--- src/rtl/cla_pkg.sv ---
// rtl/cla_pkg.sv - shared state encoding and sizing helpers for the chunked CLA sequencer
package cla_pkg;

    typedef enum logic [1:0] {
        IDLE = 2'd0,
        RUN  = 2'd1,
        DONE = 2'd2
    } state_t;

    function automatic int nchunk_of(input int width, input int chunk);
        return width / chunk;
    endfunction

    // Index width for n chunks, never narrower than one bit
    function automatic int idx_width(input int n);
        int w;
        w = 1;
        while ((1 << w) < n) w = w + 1;
        return w;
    endfunction

endpackage

--- src/rtl/cla_chunk_sequencer_if.sv ---
// rtl/cla_chunk_sequencer_if.sv - operand/result handshake bundle for the chunked CLA sequencer
interface cla_chunk_sequencer_if
    import cla_pkg::*;
#(
    parameter int WIDTH  = 32,
    parameter int NCHUNK = 4
);
    logic              IN_VALID;
    logic              IN_READY;
    logic [WIDTH-1:0]  A;
    logic [WIDTH-1:0]  B;
    logic              CIN;
    logic              OUT_VALID;
    logic              OUT_READY;
    logic [WIDTH-1:0]  SUM;
    logic              COUT;
    logic [NCHUNK-1:0] CHUNK_GG;
    logic              BUSY;

    modport master (
        output IN_VALID, A, B, CIN, OUT_READY,
        input  IN_READY, OUT_VALID, SUM, COUT, CHUNK_GG, BUSY
    );

    modport slave (
        input  IN_VALID, A, B, CIN, OUT_READY,
        output IN_READY, OUT_VALID, SUM, COUT, CHUNK_GG, BUSY
    );
endinterface

--- src/rtl/cla_chunk.sv ---
// rtl/cla_chunk.sv - combinational CHUNK-bit carry-lookahead adder slice
module cla_chunk
    import cla_pkg::*;
#(
    parameter int CHUNK = 8
) (
    input  logic [CHUNK-1:0] A,
    input  logic [CHUNK-1:0] B,
    input  logic             CI,
    output logic [CHUNK-1:0] S,
    output logic             CO,
    output logic             GG,
    output logic             GP
);
    logic [CHUNK-1:0] g;
    logic [CHUNK-1:0] p;
    logic             gg_acc;
    logic             gp_acc;
    logic             c_bit;

    assign g = A & B;
    assign p = A ^ B;

    // Fold bit generate/propagate into group terms; carry-out is one lookahead term on CI
    always_comb begin
        gg_acc = 1'b0;
        gp_acc = 1'b1;
        for (int i = 0; i < CHUNK; i++) begin
            gg_acc = g[i] | (p[i] & gg_acc);
            gp_acc = gp_acc & p[i];
        end
        GG = gg_acc;
        GP = gp_acc;
        CO = gg_acc | (gp_acc & CI);
    end

    // Per-bit sum from the carry entering each bit position
    always_comb begin
        S     = '0;
        c_bit = CI;
        for (int i = 0; i < CHUNK; i++) begin
            S[i]  = p[i] ^ c_bit;
            c_bit = g[i] | (p[i] & c_bit);
        end
    end
endmodule

--- src/rtl/cla_chunk_sequencer.sv ---
// rtl/cla_chunk_sequencer.sv - time-shares one chunk adder across a wide add, LSB chunk first
module cla_chunk_sequencer
    import cla_pkg::*;
#(
    parameter int WIDTH         = 32,
    parameter int CHUNK         = 8,
    parameter int APPROX_CHUNKS = 0
) (
    input  logic                 CLK,
    input  logic                 RST,
    cla_chunk_sequencer_if.slave bus
);
    localparam int NCHUNK = nchunk_of(WIDTH, CHUNK);
    localparam int IDX_W  = idx_width(NCHUNK);
    // Bit k set means the carry leaving chunk k is dropped
    localparam logic [NCHUNK-1:0] CUT_MASK = NCHUNK'((64'd1 << APPROX_CHUNKS) - 64'd1);

    if ((WIDTH % CHUNK) != 0) begin : g_bad_width
        $fatal(1, "cla_chunk_sequencer: WIDTH must be a multiple of CHUNK");
    end
    if ((APPROX_CHUNKS < 0) || (APPROX_CHUNKS >= NCHUNK)) begin : g_bad_approx
        $fatal(1, "cla_chunk_sequencer: APPROX_CHUNKS must lie in 0..NCHUNK-1");
    end

    typedef logic [NCHUNK-1:0][CHUNK-1:0] word_t;

    state_t            state_q;
    state_t            state_d;
    logic [IDX_W-1:0]  idx_q;
    word_t             a_q;
    word_t             b_q;
    word_t             sum_q;
    logic [NCHUNK-1:0] gg_q;
    logic              carry_q;
    logic              cout_q;
    logic              last;
    logic              in_ready;
    logic              out_valid;
    logic              busy;

    logic [CHUNK-1:0]  ck_s;
    logic              ck_co;
    logic              ck_gg;
    logic              ck_gp;
    logic              unused_gp;

    assign last      = (idx_q == IDX_W'(NCHUNK - 1));
    assign unused_gp = ck_gp;

    cla_chunk #(.CHUNK(CHUNK)) u_chunk (
        .A  (a_q[idx_q]),
        .B  (b_q[idx_q]),
        .CI (carry_q),
        .S  (ck_s),
        .CO (ck_co),
        .GG (ck_gg),
        .GP (ck_gp)
    );

    // State register
    always_ff @(posedge CLK) begin
        if (RST) state_q <= IDLE;
        else     state_q <= state_d;
    end

    // Next-state and handshake outputs
    always_comb begin
        state_d   = state_q;
        in_ready  = 1'b0;
        out_valid = 1'b0;
        busy      = 1'b1;
        case (state_q)
            IDLE: begin
                in_ready = 1'b1;
                busy     = 1'b0;
                if (bus.IN_VALID) state_d = RUN;
            end
            RUN: begin
                if (last) state_d = DONE;
            end
            DONE: begin
                out_valid = 1'b1;
                if (bus.OUT_READY) state_d = IDLE;
            end
            default: state_d = IDLE;
        endcase
    end

    // Operand capture, per-chunk result write-back and carry chaining
    always_ff @(posedge CLK) begin
        if (RST) begin
            idx_q   <= '0;
            a_q     <= '0;
            b_q     <= '0;
            sum_q   <= '0;
            gg_q    <= '0;
            carry_q <= 1'b0;
            cout_q  <= 1'b0;
        end else begin
            case (state_q)
                IDLE: begin
                    if (bus.IN_VALID) begin
                        a_q     <= bus.A;
                        b_q     <= bus.B;
                        carry_q <= bus.CIN;
                        idx_q   <= '0;
                        sum_q   <= '0;
                        gg_q    <= '0;
                    end
                end
                RUN: begin
                    sum_q[idx_q] <= ck_s;
                    gg_q[idx_q]  <= ck_gg;
                    carry_q      <= ck_co & ~CUT_MASK[idx_q];
                    if (last) cout_q <= ck_co;
                    else      idx_q  <= idx_q + IDX_W'(1);
                end
                default: ;
            endcase
        end
    end

    assign bus.IN_READY  = in_ready;
    assign bus.OUT_VALID = out_valid;
    assign bus.BUSY      = busy;
    assign bus.SUM       = sum_q;
    assign bus.COUT      = cout_q;
    assign bus.CHUNK_GG  = gg_q;
endmodule

--- src/flat_wrapper.sv ---
// flat-port wrapper written by rule: the top's interface ports become plain ports
module cla_chunk_sequencer_flat import cla_pkg::*;
#(
    parameter int WIDTH         = 32,
    parameter int CHUNK         = 8,
    parameter int APPROX_CHUNKS = 0
)
  (CLK, RST, bus_IN_VALID, bus_A, bus_B, bus_CIN, bus_OUT_READY, bus_IN_READY, bus_OUT_VALID, bus_SUM, bus_COUT, bus_CHUNK_GG, bus_BUSY);
  cla_chunk_sequencer_if #(.WIDTH(WIDTH), .NCHUNK(4)) bus_i ();
  input  logic CLK;
  input  logic RST;
  input wire logic [$bits(bus_i.IN_VALID)-1:0] bus_IN_VALID;
  input wire logic [$bits(bus_i.A)-1:0] bus_A;
  input wire logic [$bits(bus_i.B)-1:0] bus_B;
  input wire logic [$bits(bus_i.CIN)-1:0] bus_CIN;
  input wire logic [$bits(bus_i.OUT_READY)-1:0] bus_OUT_READY;
  output wire logic [$bits(bus_i.IN_READY)-1:0] bus_IN_READY;
  output wire logic [$bits(bus_i.OUT_VALID)-1:0] bus_OUT_VALID;
  output wire logic [$bits(bus_i.SUM)-1:0] bus_SUM;
  output wire logic [$bits(bus_i.COUT)-1:0] bus_COUT;
  output wire logic [$bits(bus_i.CHUNK_GG)-1:0] bus_CHUNK_GG;
  output wire logic [$bits(bus_i.BUSY)-1:0] bus_BUSY;
  assign bus_i.IN_VALID = bus_IN_VALID;
  assign bus_i.A = bus_A;
  assign bus_i.B = bus_B;
  assign bus_i.CIN = bus_CIN;
  assign bus_i.OUT_READY = bus_OUT_READY;
  assign bus_IN_READY = bus_i.IN_READY;
  assign bus_OUT_VALID = bus_i.OUT_VALID;
  assign bus_SUM = bus_i.SUM;
  assign bus_COUT = bus_i.COUT;
  assign bus_CHUNK_GG = bus_i.CHUNK_GG;
  assign bus_BUSY = bus_i.BUSY;
  cla_chunk_sequencer #(.WIDTH(WIDTH), .CHUNK(CHUNK), .APPROX_CHUNKS(APPROX_CHUNKS)) u_core (.CLK(CLK), .RST(RST), .bus(bus_i));
endmodule
--- config.mk ---
export PLATFORM = sky130hd
export DESIGN_NAME = cla_chunk_sequencer_flat
export DESIGN_NICKNAME = d
export VERILOG_FILES = /design/src/rtl/cla_pkg.sv /design/src/rtl/cla_chunk_sequencer_if.sv /design/src/rtl/cla_chunk.sv /design/src/rtl/cla_chunk_sequencer.sv /design/src/flat_wrapper.sv
export SDC_FILE = /design/constraint.sdc
export NUM_CORES = 1
export LEC_CHECK = 0
export ABC_AREA = 1
export BUFFER_PORTS_ARGS = -buffer_cell sky130_fd_sc_hd__buf_4
export CAP_MARGIN = 20
export CORE_ASPECT_RATIO = 1.2
export CORE_MARGIN = 10
export CORE_UTILIZATION = 54
export DETAILED_ROUTE_END_ITERATION = 12
export PLACE_DENSITY = 0.9
export REMOVE_ABC_BUFFERS = 1
export SLEW_MARGIN = 10
export SYNTH_ARGS = -nofsm -noshare
export SYNTH_HDL_FRONTEND = slang
export SYNTH_SLANG_ARGS = --single-unit
--- constraint.sdc ---
create_clock -name CLK -period 4.8 [get_ports CLK]
set_input_delay 0.48 -clock CLK [delete_from_list [all_inputs] [get_ports CLK]]
set_output_delay 0.48 -clock CLK [all_outputs]
set_load 0.02 [all_outputs]
# --- Word level (Yosys, flattened, before mapping) ---
# Cells that the tools add are included.
op_classes:
  addsub: 1
  magnitude_cmp: 2
  n_eq_ne: 7
  n_mux: 28
  bitwise_logic: 49
  reduce_logical: 8
ops:
  columns: ["op", "count"]
  rows:
  - ["case mux 32 bit (2 select lines)", 1]
  - ["binary-select mux 8 bit (select 2 bit)", 2]
  - ["bitwise mux 32 bit", 1]
  - ["2-to-1 mux 32 bit", 1]
  - ["2-to-1 mux 8 bit", 3]
  - ["AND 1 bit", 23]
  - ["demux 8 bit (select 2 bit)", 1]
  - ["OR 1 bit", 15]
  - ["2-to-1 mux 2 bit", 5]
  - ["AND 8 bit", 1]
  - ["case mux 4 bit (2 select lines)", 1]
  - ["bitwise XOR 1 bit", 8]
  - ["bitwise XOR 8 bit", 1]
  - ["2-to-1 mux 1 bit", 6]
  - ["!= test 2 bit, second input constant", 3]
  - ["case mux 2 bit (3 select lines)", 1]
  - ["AND reduction 2 bit", 3]
  - ["AND reduction 3 bit", 2]
  - ["bitwise mux 4 bit", 1]
  - ["== test 2 bit, second input constant", 2]
  - ["2-to-1 mux 4 bit", 1]
  - ["case mux 2 bit (2 select lines)", 1]
  - ["< comparator 2 x 3 -> 1 bit, second input constant", 1]
  - ["adder 2 x 1 -> 2 bit, second input constant", 1]
  - ["other kinds (10)", 10]
totals:
  regBits: 106
  inputBits: 69
  output_inout_bits: 40
  word_cells: 112

# --- Logic depth before layout (Yosys ltp) ---
# Gate-level depths: netlist (run 1).
depth:
  ltp_word: 20
  ltp_mapped: 16
  mapped_depth_nobuf: 14

# --- By module ---
# From an unflattened synthesis (run 1), not the netlist that was laid out.
hier_totals:
  cells_unflattened: 659
  hier_area_um2: 4888.4
by_module_without_submodules:
  columns: ["mod", "instances", "cells_per_inst", "area_per_inst_um2"]
  rows:
  - ["cla_chunk_sequencer", 1, 615, 4519.3]
  - ["cla_chunk", 1, 44, 369.1]

# --- Worst setup path before layout (run 1) ---
# No wires, ideal clock.
synth_timing:
  path_type: "flip-flop to flip-flop"
  startpoint: "register u_core.idx_q[0]"
  endpoint: "register u_core.sum_q (netlist bit u_core.bus.SUM[15])"
  setup_time_ns: 0.070
  arrival_ns: 4.110
  required_ns: 4.730
  path_slack_ns: 0.620
  path_stages_with_launch: 17
  path_buffers: 2
  period_less_slack_ns: 4.180
  cell_sequence: "dfxtp_1 -> buf_2 -> clkinv_1 -> clkbuf_1 -> o21ai_0 -> o22ai_1 -> fa_1 -> inv_1 -> fa_1 -> fa_1 -> fa_1 -> fa_1 -> fa_1 -> fa_1 -> xnor2_1 -> nand2_1 -> a21oi_1"
synth_between:
  elab_chain_cells: 20
synth_rtl:
  columns: ["element", "line_no", "rtl"]
  rows:
  - ["start: declaration", "cla_chunk_sequencer.sv:29", "logic [IDX_W-1:0] idx_q;"]
  - ["start signal: assignment", "cla_chunk_sequencer.sv:116", "else idx_q <= idx_q + IDX_W'(1);"]
  - ["binary-select mux 8 bit (select 2 bit), on equally long branches", "cla_chunk_sequencer.sv:51, cla_chunk_sequencer.sv:52", null]
  - ["2-to-1 mux 8 bit, on equally long branches", "cla_chunk_sequencer.sv:51, cla_chunk_sequencer.sv:52", null]
  - ["bitwise XOR 8 bit", "cla_chunk.sv:22", "assign p = A ^ B;"]
  - ["AND 1 bit", "cla_chunk.sv:43", "c_bit = g[i] | (p[i] & c_bit);"]
  - ["OR 1 bit", "cla_chunk.sv:43", null]
  - ["AND 1 bit", "cla_chunk.sv:43", null]
  - ["OR 1 bit", "cla_chunk.sv:43", null]
  - ["AND 1 bit", "cla_chunk.sv:43", null]
  - ["[... 4 more ...]", null, null]
  - ["OR 1 bit", "cla_chunk.sv:43", null]
  - ["AND 1 bit", "cla_chunk.sv:43", null]
  - ["OR 1 bit", "cla_chunk.sv:43", null]
  - ["AND 1 bit", "cla_chunk.sv:43", null]
  - ["OR 1 bit", "cla_chunk.sv:43", null]
  - ["bitwise XOR 1 bit", "cla_chunk.sv:42", "S[i] = p[i] ^ c_bit;"]
  - ["bitwise mux 32 bit *", "cla_chunk_sequencer.sv:112", "sum_q[idx_q] <= ck_s;"]
  - ["case mux 32 bit (2 select lines) *", "cla_chunk_sequencer.sv:100", "case (state_q)"]
  - ["end signal: indexed assignment", "cla_chunk_sequencer.sv:112", null]
  - ["end: declaration", "cla_chunk_sequencer.sv:32", "word_t sum_q;"]
# Every way passes the cells marked *; elsewhere a longest branch is shown, timed or not. The select of a mux whose other input is x is not followed.
# A chain may end at the register's enable or synchronous reset.

# --- Final worst setup path (run 1) ---
layout_timing:
  startpoint: "register u_core.idx_q[1]"
  endpoint: "register u_core.sum_q (netlist bit u_core.bus.SUM[7])"
# The elaborated chain is that of the path after synthesis.

==> metrics.csv, run 1 <==
stage;metric;value;unit
outcome;status;completed;
routing;Detail Route Antenna Nets;0;
global_route;Global Route Usage Sum;0.191;
timing;Finish-stage setup viols;0;
clock_tree;clk_lat worst skew;370;ps
global_route;initial antenna violation count;0;
timing;Tmin final;4430;ps
layout;share of cells above drive strength 1;0.199;
clock_tree;total setup buffers inserted after CTS;0;
synth;Post-synth EDFFs;0;
timing;fmax;0.226;GHz
critical_path;R2R cell count;14;
critical_path;crit path max fanout;9;
power_and_ir_drop;Lkg Pwr;2.55;nW
worst_hold_path;hold depth;3;
routing;Avg WL per Cell;15.4;um
clock_tree;Root Driver;clkbuf_8;
worst_hold_path;worst hold path class;primary input to flip-flop;
critical_path;start point of the critical path;u_core.idx_q[1]$_SDFFE_PP0P_;
global_route;routing usage on met1;0.212;
synth;Area contributors post-synth;dfxtp_1 45%, nor2_1 11%, nand2_1 7.7%, o21ai_0 7.2%, a21oi_1 5.5%;
synth;Avg Cell Area, Syn;7.61;sq um
power_and_ir_drop;peak supply drop;0.191;mV
global_route;M2 GR Usage;0.329;
layout;Area Growth Syn to Fin;21.2;%
synth;post-synth top area cell;dfxtp_1;
placement;routability congestion estimate;0.878;
global_route;Top Usage Layer GRT;met2;
synth;register area share after synthesis;0.450;
floorplan;starting density of the core;0.550;
global_route;M3 GR Usage;0.0446;
timing;measured slew at the worst slew-check pin;569;ps
clock_tree;CTS Sinks;106;
timing;final hold slack;324;ps
critical_path;crit path kind;flip-flop to flip-flop;
critical_path;Critical Path Sink;u_core.bus.SUM[7]$_SDFFE_PP0P_;
clock_tree;post-CTS sizing;0;
clock_tree;clock tree buffer depth;2;
timing;setup TNS;0;ps
critical_path;Worst Path Arrival;4720;ps
timing;setup repair after global routing missed its margin;false;
timing;Hold Vio Cnt, Final;0;
critical_path;crit-path cells;inv_1 -> o21ai_0 -> o22ai_1 -> fa_1 -> inv_1 -> fa_1 -> fa_1 -> fa_1 -> fa_1 -> fa_1 -> fa_1 -> xnor2_1 -> nand2_1 -> a21oi_1;
critical_path;Worst Setup End Kind;flip-flop;
layout;Layout Nets;799;
timing;fraction of the cycle the final worst path needs;0.923;
layout;Fillers;732;
global_route;remaining global-route overflow;0;
critical_path;crit-path most repeated cell;fa_1;
timing;final-report max-slew violation count;0;
clock_tree;CTS buffer count;9;
routing;Routed WL;12800;um
global_route;first-pass GRT wire length;20400;um
critical_path;r2r endpoint;u_core.bus.SUM[7]$_SDFFE_PP0P_;
routing;Vias;4400;
synth;Synth top cells by count;144 x nor2_1, 106 x dfxtp_1, 97 x nand2_1, 68 x o21ai_0, 52 x a21oi_1;
synth;flops & latches, synth;106;
synth;Netlist cell types;28;
flow_run;Max Cap Viol;0;
layout;final core utilization;0.667;
placement;dpl hpwl;9670;um
synth;Async SR Flop Fraction;0;
critical_path;FF-to-FF setup slack;370;ps
floorplan;row count;37;
synth;Mapped Area;4710;sq um
floorplan;I/O pins;109;
routing;via/cell ratio;5.29;
critical_path;Critical Path RT;5090;ps
synth;Most used DFF post-synth;dfxtp_1;
critical_path;Reg2Reg Launch Point;u_core.idx_q[1]$_SDFFE_PP0P_;
floorplan;Die Wd;105;um
critical_path;CP max stage delay;420;ps
global_route;vias in the first global route;4333;
clock_tree;Worst-path clk slew;90;ps
clock_tree;CTS tree;built;
routing;Initial DRC Count;271;
timing;clk_skew;9.93;ps
routing;TritonRoute pass-1 iters;5;
floorplan;core area;8560;sq um
synth;Mapped Cells;619;
clock_tree;# hold bufs at CTS;0;
routing;DRC viols;0;
synth;most frequent cell after synthesis;nor2_1;
layout;ANT cells;0;
clock_tree;htree depth;3;
synth;Yosys warnings;0;
floorplan;Die ar.;12900;sq um
critical_path;CP startpoint kind;flip-flop;
global_route;largest net degree at the start of global routing;68;
synth;top cell type's share of synthesized area;0.450;
critical_path;Slowest cell on crit path;fa_1;
power_and_ir_drop;PD cells;332;nW/um^2
timing;Slew HR;0.621;
placement;# port buffers;108;
floorplan;Die Height;122;um
## through the flow
step / total power [mW] / instances / worst slack, ps / instance area [sq um]
6_report: 1.89 / 832 / 371 / 5710
5_1_grt: 1.98 / 832 / 103 / 5710
4_1_cts: 1.89 / 832 / 439 / 5710
3_5_place_dp: 1.38 / 817 / 490 / 5530
3_3_place_gp: 1.36 / 817 / 629 / 5530
2_1_floorplan: 1.21 / 583 / 361 / 4500
## worst min-delay path by stage
stage	start	slack [ps]	to
6_report	bus_B[20]	320	u_core.b_q[20]$_SDFFE_PP0P_
4_1_cts	bus_B[0]	320	u_core.b_q[0]$_SDFFE_PP0P_
5_1_grt	bus_B[21]	320	u_core.b_q[21]$_SDFFE_PP0P_
3_3_place_gp	u_core.bus.SUM[8]$_SDFFE_PP0P_	450	u_core.bus.SUM[8]$_SDFFE_PP0P_
2_1_floorplan	u_core.b_q[16]$_SDFFE_PP0P_	460	u_core.b_q[16]$_SDFFE_PP0P_
3_5_place_dp	u_core.bus.SUM[21]$_SDFFE_PP0P_	460	u_core.bus.SUM[21]$_SDFFE_PP0P_
## where the power goes
group          internal [mW]  switching [mW]
registers              0.937          0.0338
clock network          0.238           0.292
logic                  0.152           0.240
total                   1.33           0.566
## final cells by class
class | count | area (sq um) | area share
repair buffers | 117 | 878 | 0.154
multi-input cells | 444 | 2260 | 0.395
inverters | 33 | 124 | 0.0217
flip-flops and latches | 106 | 2120 | 0.372
well taps | 117 | 146 | 0.0256
clock inverters | 5 | 56.3 | 0.00986
clock buffers | 10 | 128 | 0.0223
## logic make-up after synthesis
group	after synthesis	share of synthesized area
and+or+nand+nor	278	0.248
AOI/OAI and AO/OA	146	0.168
DFF	106	0.450
buffers and inverters	69	0.0706
adders and majority gates	19	0.0616
xor gates and xnor gates	1	0.00186
## state kept, by name, indices dropped and copies added (netlist names)
| signal | cells |
|---|---|
| u_core.a_q | 32 |
| u_core.b_q | 32 |
| u_core.bus.SUM | 32 |
| u_core.bus.CHUNK_GG | 4 |
| u_core.idx_q | 2 |
| u_core.state_q | 2 |
| u_core.bus.COUT | 1 |
| u_core.carry_q | 1 |
## worst max-delay path: cells and delay by family (launching register included)
kind | cells | cell delay, ps
AOI/OAI and AO/OA | 3 | 620
xor gates and xnor gates | 1 | 330
adders and majority gates | 7 | 2640
buffers and inverters | 2 | 300
DFF | 1 | 380
and+or+nand+nor | 1 | 90
## metal layers
layer  share of wire  wire length, um  vias up
li1                -                -     2183
met1            0.41             5300     2009
met2            0.49             6300      169
met3           0.058              741       39
met4           0.040              512        0
met5               0                0        -
## cells in the final DEF, fill, tap and decap left out
cell	n
a21o_1	1
a21oi_1	52
a22oi_1	2
a32oi_1	12
and3_1	1
buf_4	117
bufinv_16	1
clkbuf_1	1
clkbuf_8	9
clkinv_1	4
clkinv_2	2
clkinv_4	1
clkinvlp_4	1
dfxtp_1	106
fa_1	7
ha_1	12
inv_1	25
inv_2	4
nand2_1	97
nand2_4	5
nand3_1	3
nand4_1	1
nor2_1	144
nor2_4	2
nor3_1	1
o21ai_0	68
o21ai_1	6
o21bai_1	1
o22ai_1	4
or2_0	23
or2_1	1
xnor2_1	1
Note: power is estimated with default switching activity, not from simulation.
==> run 2, diff against run 1 <==
- CAP_MARGIN: 20 -> 25
- MAX_ROUTING_LAYER: not set -> met4
==> metrics.csv, run 2 (synthesis gave the netlist of run 1 again) <==
stage;metric;value;unit;change
global_route;initial antenna violation count;0;;unchanged
timing;setup TNS;0;ps;unchanged
layout;Layout Nets;799;;unchanged
critical_path;FF-to-FF setup slack;460;ps;was 370 ps
clock_tree;post-CTS sizing;0;;unchanged
layout;final core utilization;0.670;;was 0.667
power_and_ir_drop;peak supply drop;0.219;mV;was 0.191 mV
routing;Routed WL;12300;um;was 12800 um
routing;TritonRoute pass-1 iters;5;;unchanged
timing;post-route setup slack;458;ps;was 371 ps
power_and_ir_drop;Switching Share;0.288;;was 0.299
routing;Vias;4349;;was 4400
critical_path;crit path max fanout;10;;was 9
global_route;largest net degree at the start of global routing;69;;was 68
floorplan;row count;37;;unchanged
power_and_ir_drop;Psw;0.559;mW;was 0.566 mW
global_route;remaining global-route overflow;0;;unchanged
worst_hold_path;worst hold path class;primary input to flip-flop;;unchanged
layout;final cell count without fillers;832;;unchanged
timing;clk_skew;12.0;ps;was 9.93 ps
layout;share of cells above drive strength 1;0.199;;unchanged
clock_tree;Root Driver;clkbuf_8;;unchanged
power_and_ir_drop;share of total power in combinational logic;0.199;;was 0.207
placement;pre-CTS setup slack;490;ps;about the same
power_and_ir_drop;Lkg Pwr;2.56;nW;was 2.55 nW
clock_tree;CTS buffer count;9;;unchanged
power_and_ir_drop;P_int;1.38;mW;was 1.33 mW
floorplan;I/O pins;109;;unchanged
global_route;Global Route Usage Sum;0.193;;was 0.191
timing;measured slew at the worst slew-check pin;569;ps;about the same
timing;Slew HR;0.621;;about the same
layout;ANT cells;0;;unchanged
placement;# port buffers;108;;unchanged
critical_path;Critical Path RT;5090;ps;about the same
power_and_ir_drop;Tot Pwr;1.94;mW;was 1.89 mW
clock_tree;CTS Sinks;106;;unchanged
floorplan;starting density of the core;0.550;;unchanged
critical_path;Worst Path Arrival;4630;ps;was 4720 ps
critical_path;CP startpoint kind;flip-flop;;unchanged
floorplan;Die Wd;105;um;unchanged
critical_path;crit path kind;flip-flop to flip-flop;;unchanged
timing;setup repair after global routing missed its margin;false;;unchanged
power_and_ir_drop;clock power share;0.300;;was 0.280
global_route;vias in the first global route;4247;;was 4333
power_and_ir_drop;register share of total power;0.501;;was 0.513
timing;fmax;0.230;GHz;was 0.226 GHz
clock_tree;total setup buffers inserted after CTS;0;;unchanged
layout;most frequent cells in the layout;144 x nor2_1, 117 x buf_4, 106 x dfxtp_1;;unchanged
placement;Post-DP Area;5530;sq um;unchanged
layout;commonest non-fill, non-tap cell in the layout;nor2_1;;unchanged
floorplan;Die Height;122;um;unchanged
power_and_ir_drop;PD cells;338;nW/um^2;was 332 nW/um^2
clock_tree;clock tree buffer depth;2;;unchanged
routing;DRC viols;0;;unchanged
floorplan;core area;8560;sq um;unchanged
timing;final-report max-slew violation count;0;;unchanged
critical_path;Worst Setup End Kind;flip-flop;;unchanged
clock_tree;Worst-path clk slew;90;ps;about the same
routing;Initial DRC Count;263;;was 271
timing;Hold Vio Cnt, Final;0;;unchanged
routing;Avg WL per Cell;14.8;um;was 15.4 um
layout;fin area;5730;sq um;was 5710 sq um
outcome;status;completed;;unchanged
timing;fraction of the cycle the final worst path needs;0.905;;was 0.923
placement;Placed Cells incl. Taps;817;;unchanged
clock_tree;CTS tree;built;;unchanged
routing;Detail Route Antenna Nets;0;;unchanged
clock_tree;clk_lat worst skew;370;ps;about the same
timing;final hold slack;330;ps;was 324 ps
layout;Area Growth Syn to Fin;21.7;%;was 21.2%
clock_tree;htree depth;3;;unchanged
floorplan;Die ar.;12900;sq um;unchanged
timing;Finish-stage setup viols;0;;unchanged
routing;via/cell ratio;5.23;;was 5.29
placement;routability congestion estimate;0.894;;was 0.878
timing;Tmin final;4340;ps;was 4430 ps
global_route;first-pass GRT wire length;20200;um;was 20400 um
flow_run;Max Cap Viol;0;;unchanged
placement;dpl hpwl;9400;um;was 9670 um
clock_tree;# hold bufs at CTS;0;;unchanged
[run 2: changes by cell type in the layout (fill, tap and decap cells not counted), sizes merged]
cell	previous run	this run
bufinv	1	2
clkinv	7	5
clkinvlp	1	2
[run 2: per-layer routing]
layer  part of all wire  track usage  vias to the layer above
met5                  0            -                        -
met3              0.043       0.0378                       24
li1                   -            -                     2181
met4              0.022       0.0765                        0
met2               0.50        0.329                      132
met1               0.43        0.219                     2012
[run 2: area by class of cell]
type / count / area, sq um
Fill cell: 734 / 2830
Clock buffer: 10 / 128
Sequential cell: 106 / 2120
Multi-Input combinational cell: 444 / 2260
Timing Repair Buffer: 117 / 878
Clock inverter: 5 / 80.1
Tap cell: 117 / 146
Inverter: 33 / 124
[run 2: critical path: stages, from the launching register on]
cell,delay [ps]
dfxtp_1,480
inv_1,210
buf_4,220
a32oi_1,260
inv_1,100
fa_1,450
fa_1,400
fa_1,400
fa_1,410
fa_1,400
fa_1,390
xnor2_1,310
nand2_1,100
a21oi_1,140
[run 2: power by group through the flow]
stage / registers, mW / clock network [mW] / logic (mW)
2_1_floorplan: 0.994 / 0 / 0.215
3_3_place_gp: 0.988 / 0 / 0.376
3_5_place_dp: 0.989 / 0 / 0.386
4_1_cts: 0.970 / 0.586 / 0.388
5_1_grt: 0.977 / 0.620 / 0.431
6_report: 0.970 / 0.582 / 0.386
[run 2: worst paths after layout]
check / startpoint / endpoint / cells after the start
hold reg to reg: u_core.bus.SUM[8]$_SDFFE_PP0P_ / u_core.bus.SUM[8]$_SDFFE_PP0P_ / 2
setup / recovery: u_core.idx_q[1]$_SDFFE_PP0P_ / u_core.bus.SUM[15]$_SDFFE_PP0P_ / 13
hold / removal: bus_A[30] / u_core.a_q[30]$_SDFFE_PP0P_ / 3
setup reg to reg: u_core.idx_q[1]$_SDFFE_PP0P_ / u_core.bus.SUM[15]$_SDFFE_PP0P_ / 13
